`config.mk`:
```
export PLATFORM = sky130hd
export DESIGN_NAME = mod_counter_updown
export DESIGN_NICKNAME = d
export VERILOG_FILES = /design/src/rtl/mod_counter_pkg.sv /design/src/rtl/wrap_tally.sv /design/src/rtl/mod_counter_updown.sv
export SDC_FILE = /design/constraint.sdc
export NUM_CORES = 1
export LEC_CHECK = 0
export BUFFER_PORTS_ARGS = -buffer_cell sky130_fd_sc_hd__buf_2
export CORE_MARGIN = 2
export CORE_UTILIZATION = 55
export CTS_CLUSTER_DIAMETER = 120
export DETAILED_ROUTE_END_ITERATION = 7
export PLACE_DENSITY = 0.88
export SLEW_MARGIN = 20
export SYNTH_ARGS = -nofsm -noshare
export SYNTH_HDL_FRONTEND = slang
export SYNTH_SLANG_ARGS = --single-unit
```
`constraint.sdc`:
```
create_clock -name CLK -period 3.52 [get_ports CLK]
set_input_delay 0.704 -clock CLK [delete_from_list [all_inputs] [get_ports CLK]]
set_output_delay 0.704 -clock CLK [all_outputs]
set_load 0.005 [all_outputs]
```
`src/rtl/mod_counter_pkg.sv`:
```
// Shared definitions for the counter family: state encoding, direction
// constants and a value clamp usable by any counter that accepts presets.
package mod_counter_pkg;

   typedef enum logic {
      RUN  = 1'b0,
      HALT = 1'b1
   } state_t;

   localparam logic DIR_UP   = 1'b1;
   localparam logic DIR_DOWN = 1'b0;

   // Limit a preset to the top of the count range.
   function automatic logic [31:0] clamp_max(input logic [31:0] val,
                                             input logic [31:0] max_val);
      return (val > max_val) ? max_val : val;
   endfunction

endpackage

```
`src/rtl/wrap_tally.sv`:
```
// Saturating event tally with synchronous reset and clear.
// Only instantiated when WRAP_TALLY_EN is defined.
module wrap_tally #(
   parameter int W = 8
) (
   input  logic         clk,
   input  logic         rst,
   input  logic         clr,
   input  logic         inc,
   output logic [W-1:0] cnt
);

   logic [W-1:0] cnt_q, cnt_d;

   // Clear beats increment; the tally sticks at all-ones.
   always_comb begin
      cnt_d = cnt_q;
      if (clr)
         cnt_d = '0;
      else if (inc && (cnt_q != '1))
         cnt_d = cnt_q + W'(1);
   end

   // Tally register.
   always_ff @(posedge clk) begin
      if (rst)
         cnt_q <= '0;
      else
         cnt_q <= cnt_d;
   end

   assign cnt = cnt_q;

endmodule

```
`src/rtl/mod_counter_updown.sv`:
```
// Modulo-MODULE up/down counter with one-shot halt, clamped load and a
// direction-aware terminal count. Defining WRAP_TALLY_EN adds the WRAPS
// output, a saturating count of continuous-mode wraps.
module mod_counter_updown
   import mod_counter_pkg::*;
#(
   parameter int MODULE     = 12500000,
   parameter int WIDTH      = 24
`ifdef WRAP_TALLY_EN
  ,parameter int WRAP_WIDTH = 8
`endif
) (
   input  logic             CLK,
   input  logic             RST,
   input  logic             CLK_ENA,
   input  logic             LOADn,
   input  logic             UP,
   input  logic             ONESHOT,
   input  logic [WIDTH-1:0] P,
   output logic [WIDTH-1:0] Q,
   output logic             TC,
   output logic             DONE
`ifdef WRAP_TALLY_EN
  ,output logic [WRAP_WIDTH-1:0] WRAPS
`endif
);

   localparam logic [WIDTH-1:0] MAXV = WIDTH'(MODULE - 1);

   state_t           state_q, state_d;
   logic [WIDTH-1:0] q_q, q_d;
   logic [WIDTH-1:0] tv;
   logic [WIDTH-1:0] q_load;
   logic             at_tv;

   // Terminal value follows the live direction input.
   assign tv     = (UP == DIR_UP) ? MAXV : '0;
   assign at_tv  = (q_q == tv);
   assign q_load = WIDTH'(clamp_max(32'(P), 32'(MODULE - 1)));

   // Next count and state: load beats enable; halted state ignores enable.
   always_comb begin
      q_d     = q_q;
      state_d = state_q;
      if (!LOADn) begin
         q_d     = q_load;
         state_d = RUN;
      end else if ((state_q == RUN) && CLK_ENA) begin
         if (!at_tv)
            q_d = (UP == DIR_DOWN) ? (q_q - WIDTH'(1)) : (q_q + WIDTH'(1));
         else if (!ONESHOT)
            q_d = (UP == DIR_DOWN) ? MAXV : '0;
         else
            state_d = HALT;
      end
   end

   // Count and state registers.
   always_ff @(posedge CLK) begin
      if (RST) begin
         q_q     <= '0;
         state_q <= RUN;
      end else begin
         q_q     <= q_d;
         state_q <= state_d;
      end
   end

   assign Q    = q_q;
   assign TC   = CLK_ENA & at_tv & (state_q == RUN);
   assign DONE = (state_q == HALT);

`ifdef WRAP_TALLY_EN
   // A wrap is a terminal-count edge in continuous mode.
   wrap_tally #(.W(WRAP_WIDTH)) u_wrap_tally (
      .clk (CLK),
      .rst (RST),
      .clr (~LOADn),
      .inc (TC & ~ONESHOT),
      .cnt (WRAPS)
   );
`endif

endmodule

```
# Yosys cells after proc, flatten, opt, wreduce, memory -nomap -nowiden
# Index checks and enable logic that the tools add are counted.
dict set report totals {
  elab_cells 24
  regBits 25
  inputBits 30
  out_inout_bits 26
}
dict set report classes {
  bitwise_logic 4
  n_eq_ne 3
  reduce_logical 4
  order_cmp 1
  addsub 2
  n_mux 8
}
# op count
set ops {}
lappend ops {{24-bit 2-to-1 mux} 8}
lappend ops {{24-bit by 1-bit adder with 24-bit output (second input constant)} 1}
lappend ops {{24-bit == test} 1}
lappend ops {{24-bit > comparator (second input constant)} 1}
lappend ops {{24-bit by 1-bit subtractor with 24-bit output (second input constant)} 1}
lappend ops {{3-bit inequality test (second input constant)} 1}
lappend ops {{3-bit AND reduction} 1}
lappend ops {{1-bit AND} 2}
lappend ops {{2-bit by 1-bit inequality test with 1-bit output (second input constant)} 1}
lappend ops {{1-bit inverter} 2}
lappend ops {{2-bit AND reduction} 1}
lappend ops {{2-bit OR reduction} 1}
lappend ops {{1-bit logical AND} 1}

# Depth between registers and ports, before layout
# Gate-level depths: netlist of run 1.
dict set report depth {
  word_depth 5
  ltp_mapped 12
}

# Worst setup path before layout of run 1
# Ideal clock, no wire load.
dict set report synth_timing {
  path_kind {input -> register}
  startpoint {input port UP}
  endpoint {register q_q[16] (netlist: Q[16])}
  setup_slack_ns 0.460
  path_buffers 0
  path_stages 11
  t_arrival_ns 2.931
  setup_ns 0.129
  cell_sequence {inv_1 ha_1 a21oi_1 o21ai_1 a21oi_2 o221ai_1 a21oi_2 o21bai_1 xor2_1 a222oi_1 nor2_1}
}
dict set report synth_between {
  elab_chain_len 5
  word_cells_on_any_way 8
  classes_between {eq/ne (2); mux (5); reduce/logical (1)}
}
# item line_no
set synth_lines {}
lappend synth_lines {{start: declaration} mod_counter_updown.sv:17} ;# input logic UP,
lappend synth_lines {{24-bit 2-to-1 mux} mod_counter_updown.sv:37} ;# assign tv = (UP == DIR_UP) ? MAXV : '0;
lappend synth_lines {{24-bit == test} mod_counter_updown.sv:38} ;# assign at_tv = (q_q == tv);
lappend synth_lines {{24-bit 2-to-1 mux} mod_counter_updown.sv:49} ;# if (!at_tv)
lappend synth_lines {{24-bit 2-to-1 mux} mod_counter_updown.sv:48} ;# end else if ((state_q == RUN) && CLK_ENA) begin
lappend synth_lines {{24-bit 2-to-1 mux} mod_counter_updown.sv:45} ;# if (!LOADn) begin
lappend synth_lines {{end signal: assignment} mod_counter_updown.sv:64} ;# q_q <= q_d;
lappend synth_lines {{end: declaration} mod_counter_updown.sv:31} ;# logic [WIDTH-1:0] q_q, q_d;
# Parallel ways exist; a longest one is shown, timed or not. The select of a mux whose other input is x is not followed.
# A chain may end at the register's enable or synchronous reset.

# Worst setup path in the final report of run 1
dict set report layout_timing {
  startpoint {input port UP}
  endpoint {output port TC}
}
dict set report layout_between {
  elab_chain_len 4
}
# item line_no
set layout_lines {}
lappend layout_lines {{24-bit 2-to-1 mux} mod_counter_updown.sv:37}
lappend layout_lines {{24-bit == test} mod_counter_updown.sv:38}
lappend layout_lines {{1-bit AND (2 in series)} mod_counter_updown.sv:70} ;# assign TC = CLK_ENA & at_tv & (state_q == RUN);
lappend layout_lines {{end: declaration} mod_counter_updown.sv:21} ;# output logic TC,
# No other way between the ends.

==> flow_metrics.env, run 1 <==
export IMPL_clk_pin_slew_ns=0.11
export IMPL_drv_slew=0
export IMPL_setup_viol=0
export IMPL_drive_above_1_share=0.2108
export IMPL_wl_um=7583
export IMPL_synth_nets=369
export IMPL_cp_arrival_ns=2.61
export IMPL_netlist_top_cells_count="39 x nor2_1, 27 x a21oi_1, 27 x nand2_1, 27 x o21ai_0, 25 x dfxtp_1"
export IMPL_finalSetupTns_ns=0
export IMPL_portBuffers=55
export IMPL_num_vias=2765
export IMPL_synth_top_family_by_area="compound AO/OA/AOI/OAI gates"
export IMPL_synthTopCellsByArea="dfxtp_1 21%, ha_1 11%, nor2_1 6.0%, a21oi_1 5.6%, o21ai_0 5.6%"
export IMPL_synth_top_area_frac=0.2061
export IMPL_yosys_area_share_adder=0.1216
export IMPL_cts_tree="yes"
export IMPL_seqCellArea_um2=500.5
export IMPL_fp_dieW_um=70.45
export IMPL_ys_ff_latch=25
export IMPL_nNetsFinal=424
export IMPL_dieArea_um2=4963
export IMPL_postCtsSetupBuffers=0
export IMPL_cts_root_buf="clkbuf_8"
export IMPL_synth_most_common_cell="nor2_1"
export IMPL_yosys_area_share_xor_xnor=0.06852
export IMPL_yosys_area_share_simple=0.2411
export IMPL_finalHoldViolCount=0
export IMPL_n_fill_cell=377
export IMPL_clock_latency_ns=0.28
export IMPL_critPathRequiredTime_ns=2.82
export IMPL_rsz0062_at_grt="no"
export IMPL_io_pins=56
export IMPL_synth_top_cell_by_area="dfxtp_1"
export IMPL_cp_start_kind="primary input"
export IMPL_syn_avg_cell_area_um2=7.685
export IMPL_worstSetupPathType="primary input to output port"
export IMPL_grtUsageTotal=0.3015
export IMPL_switching_power_w=0.0004250
export IMPL_cts_hold_fix_buffers=0
export IMPL_path_max_fanout=24
export IMPL_worstMarginPinSlew_ns=0.8275
export IMPL_synthCells=316
export IMPL_clockBufferDepth=2
export IMPL_core_area_um2=4294
export IMPL_wl_per_cell_um=17.97
export IMPL_status="finished clean"
export IMPL_worstSetupEndpointType="output port"
export IMPL_cts_htree_levels=1
export IMPL_globalplace_congestion=0.9913
export IMPL_async_reset_ff_frac=0
export IMPL_drtIter0Drc=223
export IMPL_min_period_ns=3.318
export IMPL_synth_cell_area_um2=2429
export IMPL_slew_headroom=0.4463
export IMPL_antenna_found_initial=0
export IMPL_detail_route_antenna_nets=0
export IMPL_pwr_share_seq=0.342
export IMPL_maxCapViolations=0
export IMPL_ys_seq_area_frac=0.2061
export IMPL_grt_start_max_net_pins=25
export IMPL_synth_edf_count=0
export IMPL_syn_to_final_growth_pct=15.71
export IMPL_p_leak_nw=1.338
export IMPL_clock_power_share=0.180
export IMPL_hold_path_class="register to register"
export IMPL_ir_worst_vdd_v=0.0001834
export IMPL_cts_resized=0
export IMPL_p_comb_frac=0.478
export IMPL_ys_flop_type="dfxtp_1"
export IMPL_fin_worst_skew_ns=0.02118
export IMPL_synthMuxAreaShare=0.004122
export IMPL_swShare=0.4134
export IMPL_post_route_drc_count=0
export IMPL_yosysWarnings=0
export IMPL_cts_sinks=25
export IMPL_grt_pass1_vias=2621
export IMPL_multi_input_area_um2=1839
export IMPL_dr_pass1_iters=5
export IMPL_period_share=0.9426
export IMPL_n_antenna_cell=0
export IMPL_p_per_area_nw_per_um2=365.8
export IMPL_via_per_inst=6.552
export IMPL_intPower_w=0.0006029
export IMPL_fmax_ghz=0.3014
export IMPL_placed_cells=418
export IMPL_start_util=0.5656
export IMPL_fp_dieH_um=70.45
export IMPL_synth_compound_area_frac=0.3220
export IMPL_num_rows=24
export IMPL_grt_overflow_total=0
export IMPL_fin_cells=422
export IMPL_grt_first_pass_wirelength_um=12060
export IMPL_cts_buffers=3
export IMPL_dpl_hpwl_um=5704
export IMPL_power_total_w=0.001028
export IMPL_yosysUniqueCellTypes=56
==> area by class of cell <==
| cell class | instances | share of cell area |
|---|---|---|
| repair buffers | 59 | 0.1131 |
| clock inverters | 1 | 0.001781 |
| flip-flops and latches | 25 | 0.1781 |
| clock buffers | 3 | 0.01469 |
| well taps | 52 | 0.02315 |
| inverters | 11 | 0.01469 |
| multi-input cells | 271 | 0.6545 |
==> metal layers <==
metal,vias up,share of wire,global-route usage
met5,-,0,0
met4,0,0.042,0.1496
met3,35,0.096,0.04762
met2,168,0.47,0.5115
met1,1278,0.39,0.3666
li1,1284,-,-
==> path summary, 6_finish.rpt <==
check         from     to  slack, ns  cells past startpoint
min reg2reg  Q[20]  Q[20]       0.53                      2
min          Q[20]  Q[20]       0.53                      2
max             UP     TC       0.20                      9
max reg2reg   Q[0]  Q[16]       0.85                     10
==> flip-flops by register name, indices dropped and copies added, names as in the netlist <==
register,cells
Q,24
DONE,1
==> power by group through the flow <==
stage	clock network (W)	registers [W]	logic (W)
3_3_place_gp	0	0.000357	0.000464
6_report	0.000185	0.000352	0.000492
5_1_grt	0.000194	0.000356	0.000537
2_1_floorplan	0	0.000353	0.000342
4_1_cts	0.000185	0.000351	0.000482
3_5_place_dp	0	0.000357	0.000476
==> critical path: stages <==
cell	delay (ns)
buf_2	0.11
inv_1	0.07
buf_12	0.16
ha_1	0.42
nand4_2	0.24
nor4_4	0.34
o2111ai_4	0.24
nor2_1	0.18
buf_2	0.13
==> cells by family after synthesis <==
group | after synthesis
flip-flops | 25
multiplexers | 1
adder cells (fa/ha/maj) | 23
buffers and inverters | 20
AO/OA/AOI/OAI | 115
XOR/XNOR | 19
AND/OR/NAND/NOR | 113
==> placed cells by master (no fill, tap or decap), drive strengths merged, types with 2 or more instances in the layout <==
| cell | count |
|---|---|
| a211oi | 6 |
| a21o | 8 |
| a21oi | 30 |
| a221oi | 5 |
| a22oi | 2 |
| a31oi | 3 |
| and2 | 2 |
| and3 | 4 |
| buf | 59 |
| clkbuf | 3 |
| dfxtp | 25 |
| ha | 22 |
| inv | 11 |
| nand2 | 28 |
| nand2b | 2 |
| nand3 | 5 |
| nand4 | 4 |
| nor2 | 39 |
| nor2b | 5 |
| nor3 | 12 |
| nor3b | 3 |
| nor4 | 4 |
| o2111ai | 3 |
| o211a | 6 |
| o211ai | 4 |
| o21a | 3 |
| o21ai | 32 |
| o21bai | 4 |
| o221ai | 3 |
| xnor2 | 8 |
| xor2 | 11 |
==> stage by stage <==
stage                     hold WS [ns]  cell area [µm²]  worst slack [ns]    util
final                           0.5264             2810            0.2019  0.6544
after global routing            0.5510             2810            0.1507  0.6544
after CTS                       0.5231             2810            0.2696  0.6544
after detailed placement        0.5016             2764            0.1797  0.6436
after global placement          0.5056             2764            0.3100  0.6436
after floorplan                 0.4973             2429            0.4596       -
Power figures use the tool's default switching activity.
==> inputs of run 2 (changes only) <==
MAX_ROUTING_LAYER = met4   (was not set)
==> flow_metrics.env, run 2 (synthesized netlist as in run 1, its figures left out) <==
export IMPL_critPathRequiredTime_ns=2.82
export IMPL_min_period_ns=3.283
export IMPL_detail_route_antenna_nets=0
export IMPL_finalHoldViolCount=0
export IMPL_crit_buf_inv=4
export IMPL_path_max_fanout=24
export IMPL_drv_slew=0
export IMPL_cp_arrival_ns=2.58
export IMPL_globalplace_congestion=1.040
export IMPL_max_stage_delay_ns=0.41
export IMPL_cts_resized=0
export IMPL_crit_family="simple AND/OR/NAND/NOR gates"
export IMPL_hold_path_class="register to register"
export IMPL_num_vias=2682
export IMPL_cts_buffers=3
export IMPL_power_total_w=0.001022
export IMPL_slew_headroom=0.4442
export IMPL_grt_start_max_net_pins=25
export IMPL_largest_reg_flops=24
export IMPL_status="finished clean"
export IMPL_finalSetupTns_ns=0
export IMPL_clock_latency_ns=0.28
export IMPL_setup_viol=0
export IMPL_postCtsSetupBuffers=0
export IMPL_cts_htree_levels=1
export IMPL_grt_first_pass_wirelength_um=12010
export IMPL_dr_pass1_iters=5
export IMPL_slowest_stage="ha_1"
export IMPL_nNetsFinal=424
export IMPL_cp_start_kind="primary input"
export IMPL_grt_pass1_vias=2579
export IMPL_mostFrequentLayoutCells="55 x buf_2, 39 x nor2_1, 27 x nand2_1, 27 x a21oi_1, 27 x o21ai_0"
export IMPL_maxCapViolations=0
export IMPL_worstMarginPinSlew_ns=0.8307
export IMPL_core_area_um2=4294
export IMPL_placed_cells=418
export IMPL_worstSetupEndpointType="output port"
export IMPL_crit_top_cell="buf_2"
export IMPL_fp_dieW_um=70.45
export IMPL_grt_overflow_total=0
export IMPL_drtIter0Drc=152
export IMPL_cts_root_buf="clkbuf_8"
export IMPL_syn_to_final_growth_pct=15.66
export IMPL_worstSetupPathType="primary input to output port"
export IMPL_fp_dieH_um=70.45
export IMPL_post_route_drc_count=0
export IMPL_layout_commonest_cell="buf_2"
export IMPL_antenna_found_initial=0
export IMPL_clk_pin_slew_ns=0.10
export IMPL_portBuffers=55
export IMPL_p_leak_nw=1.335
export IMPL_dpl_hpwl_um=5600
export IMPL_wl_per_cell_um=17.42
export IMPL_rsz0062_at_grt="no"
export IMPL_fmax_ghz=0.3046
export IMPL_drive_above_1_share=0.2081
export IMPL_num_rows=24
export IMPL_cts_sinks=25
export IMPL_start_util=0.5656
export IMPL_n_antenna_cell=0
export IMPL_p_per_area_nw_per_um2=363.9
export IMPL_cts_tree="yes"
export IMPL_clockBufferDepth=2
export IMPL_grtUsageTotal=0.3087
export IMPL_ir_worst_vdd_v=0.0001901
export IMPL_dieArea_um2=4963
export IMPL_io_pins=56
export IMPL_wl_um=7350
export IMPL_fin_cells=422
export IMPL_period_share=0.9326
export IMPL_fin_worst_skew_ns=0.005508
export IMPL_crit_chain="buf_2 -> inv_1 -> buf_12 -> ha_1 -> nand4_2 -> nor4_4 -> o2111ai_4 -> nor2_1 -> buf_2"
export IMPL_cts_hold_fix_buffers=0
export IMPL_via_per_inst=6.355
==> run 2: cell types whose count changed in the layout (fill, tap and decap cells not counted), sizes merged <==
cell / before / now
clkinv: 1 / 0
clkbuf: 3 / 4
==> run 2: per-layer routing <==
metal / GRT usage / part of all wire / vias up
li1: - / - / 1293
met5: - / 0 / -
met2: 0.5084 / 0.49 / 113
met3: 0.03463 / 0.072 / 22
met1: 0.3862 / 0.42 / 1254
met4: 0.1197 / 0.020 / 0
==> run 2: path summary, 6_finish.rpt <==
check | cells after the start | slack [ns] | to | from
worst max-delay path | 9 | 0.24 | TC | UP
worst min-delay path | 2 | 0.53 | Q[10] | Q[10]
worst max register to register | 11 | 0.86 | Q[10] | Q[0]
worst min register to register | 2 | 0.53 | Q[10] | Q[10]
==> run 2: layout make-up <==
type | count | area (µm²)
multi-input cells | 271 | 1839
fillers | 398 | 1485
flip-flops and latches | 25 | 500.5
repair buffers | 59 | 317.8
well taps | 52 | 65.06
clock buffers | 4 | 45.04
inverters | 11 | 41.29
==> run 2: worst min-delay path: cells and delay by family (launching register included) <==
family | cells | cell delay [ns]
flip-flops | 1 | 0.34
AO/OA/AOI/OAI | 1 | 0.05
AND/OR/NAND/NOR | 1 | 0.10
==> run 2: metrics by stage <==
step	utilization	area, µm²	setup WS, ns	hold slack (ns)
floorplan	-	2429	0.4596	0.4973
global placement	0.6436	2764	0.3225	0.5060
detailed placement	0.6436	2764	0.2566	0.5116
CTS	0.6541	2809	0.2883	0.5249
global route	0.6541	2809	0.1657	0.5527
finish	0.6541	2809	0.2373	0.5270
==> run 2: power breakdown <==
part / switching (W) / total (W) / internal [W]
clock network: 0.000102 / 0.000183 / 0.0000813
logic: 0.000278 / 0.000487 / 0.000209
registers: 0.0000375 / 0.000352 / 0.000314
==> inputs of run 3 (changes only) <==
CORE_UTILIZATION = 45   (was 55)
PLACE_DENSITY = 0.76   (was 0.88)
==> flow_metrics.env, run 3 (synthesized netlist as in run 1, its figures left out) <==
export IMPL_cts_resized=0
export IMPL_cts_tree="yes"
export IMPL_cts_htree_levels=1
export IMPL_start_util=0.4695
export IMPL_nNetsFinal=425
export IMPL_dieArea_um2=6001
export IMPL_clockBufferDepth=2
export IMPL_r2r_cells=10
export IMPL_layout_commonest_cell="buf_2"
export IMPL_grt_pass1_vias=2542
export IMPL_clock_latency_ns=0.28
export IMPL_critPathLaunch="UP"
export IMPL_p_per_area_nw_per_um2=361.7
export IMPL_antenna_found_initial=0
export IMPL_io_pins=56
export IMPL_clock_power_share=0.178
export IMPL_portBuffers=55
export IMPL_core_area_um2=5172
export IMPL_cp_arrival_ns=2.48
export IMPL_largest_reg_flops=24
export IMPL_worstMarginPinSlew_ns=0.8400
export IMPL_dpl_hpwl_um=5802
export IMPL_ir_worst_vdd_v=0.0002132
export IMPL_fmax_ghz=0.3142
export IMPL_globalplace_congestion=0.9237
export IMPL_rsz0062_at_grt="no"
export IMPL_status="finished clean"
export IMPL_min_period_ns=3.182
export IMPL_cts_sinks=25
export IMPL_critPathRequiredTime_ns=2.82
export IMPL_worstSetupPathType="primary input to output port"
export IMPL_via_per_inst=6.098
export IMPL_crit_top_cell="buf_2"
export IMPL_intPower_w=0.0006069
export IMPL_mostFrequentLayoutCells="55 x buf_2, 39 x nor2_1, 27 x nand2_1, 27 x a21oi_1, 27 x o21ai_0"
export IMPL_grt_overflow_total=0
export IMPL_n_antenna_cell=0
export IMPL_num_rows=26
export IMPL_finalHoldViolCount=0
export IMPL_drive_above_1_share=0.2102
export IMPL_num_vias=2689
export IMPL_dr_pass1_iters=5
export IMPL_grt_first_pass_wirelength_um=12220
export IMPL_wl_per_cell_um=17.22
export IMPL_cp_start_kind="primary input"
export IMPL_crit_end="TC"
export IMPL_path_depth=9
export IMPL_pwr_share_seq=0.345
export IMPL_finalSetupTns_ns=0
export IMPL_swShare=0.4090
export IMPL_hold_path_class="register to register"
export IMPL_regToRegEndpoint="Q[21]"
export IMPL_cts_root_buf="clkbuf_8"
export IMPL_postCtsSetupBuffers=0
export IMPL_slowest_stage="ha_1"
export IMPL_cts_hold_fix_buffers=0
export IMPL_setup_viol=0
export IMPL_detail_route_antenna_nets=0
export IMPL_post_route_drc_count=0
export IMPL_syn_to_final_growth_pct=16.90
export IMPL_fp_dieH_um=77.47
export IMPL_wl_um=7595
export IMPL_period_share=0.9040
export IMPL_crit_chain="buf_2 -> inv_1 -> buf_12 -> ha_1 -> nand4_2 -> nor4_4 -> o2111ai_4 -> nor2_1 -> buf_2"
export IMPL_crit_family="simple AND/OR/NAND/NOR gates"
export IMPL_reg2reg_from="Q[1]"
export IMPL_grt_start_max_net_pins=25
export IMPL_clk_pin_slew_ns=0.09
export IMPL_slew_headroom=0.4379
export IMPL_cts_buffers=3
export IMPL_path_max_fanout=24
export IMPL_max_stage_delay_ns=0.40
export IMPL_fp_dieW_um=77.47
export IMPL_p_leak_nw=1.340
export IMPL_crit_buf_inv=4
export IMPL_worstSetupEndpointType="output port"
export IMPL_grtUsageTotal=0.2604
export IMPL_rrSetupSlack_ns=0.91
export IMPL_switching_power_w=0.0004200
export IMPL_n_fill_cell=509
export IMPL_power_total_w=0.001027
export IMPL_maxCapViolations=0
export IMPL_drtIter0Drc=205
export IMPL_p_comb_frac=0.477
export IMPL_fin_worst_skew_ns=0.004443
export IMPL_drv_slew=0
==> run 3: cell count changes in the layout (fill, tap and decap cells not counted) <==
cell / change
buf_4: +1
==> run 3: metal layers <==
layer / vias up / share of wire / GRT usage
met5: - / 0 / -
met2: 132 / 0.48 / 0.4374
met3: 20 / 0.067 / 0.04070
met4: 0 / 0.020 / 0.08571
li1: 1295 / - / -
met1: 1242 / 0.43 / 0.3200
==> run 3: layout make-up <==
class                           instances  area, µm²  area share
Tap cell                               70      87.58     0.03085
Inverter                               11      41.29     0.01454
Timing Repair Buffer                   60      325.3      0.1146
Multi-Input combinational cell        271       1839      0.6479
Sequential cell                        25      500.5      0.1763
Clock buffer                            4      45.04     0.01587
==> run 3: worst min path at each step <==
stage                     startpoint  endpoint  slack, ns  depth (start not counted)
after floorplan                Q[20]     Q[20]       0.50                          2
after global placement         Q[20]     Q[20]       0.50                          2
after detailed placement       Q[20]     Q[20]       0.50                          2
after CTS                      Q[20]     Q[20]       0.52                          2
after global routing           Q[20]     Q[20]       0.55                          2
final                          Q[20]     Q[20]       0.52                          2
==> run 3: worst reg2reg max path, delay by kind of cell, from the launching register on <==
kind | cells | cell delay (ns)
and+or+nand+nor | 2 | 0.23
AOI/OAI and AO/OA | 6 | 1.37
xor gates and xnor gates | 1 | 0.18
adders and majority gates | 1 | 0.29
DFF | 1 | 0.43
==> run 3: power groups by stage <==
stage / registers [W] / clock network (W) / logic (W)
finish: 0.000354 / 0.000183 / 0.000490
CTS: 0.000354 / 0.000193 / 0.000480
global route: 0.000358 / 0.000196 / 0.000540
floorplan: 0.000353 / 0 / 0.000342
detailed placement: 0.000360 / 0 / 0.000477
global placement: 0.000359 / 0 / 0.000469
==> run 3: through the flow <==
step | cells | instance area (µm²) | hold slack (ns) | util | setup slack (ns)
finish | 441 | 2839 | 0.5209 | 0.5489 | 0.3378
global route | 441 | 2839 | 0.5503 | 0.5489 | 0.2305
CTS | 441 | 2839 | 0.5171 | 0.5489 | 0.3490
detailed placement | 437 | 2794 | 0.5001 | 0.5402 | 0.3145
global placement | 437 | 2794 | 0.4997 | 0.5402 | 0.3323
floorplan | 316 | 2429 | 0.4973 | - | 0.4596
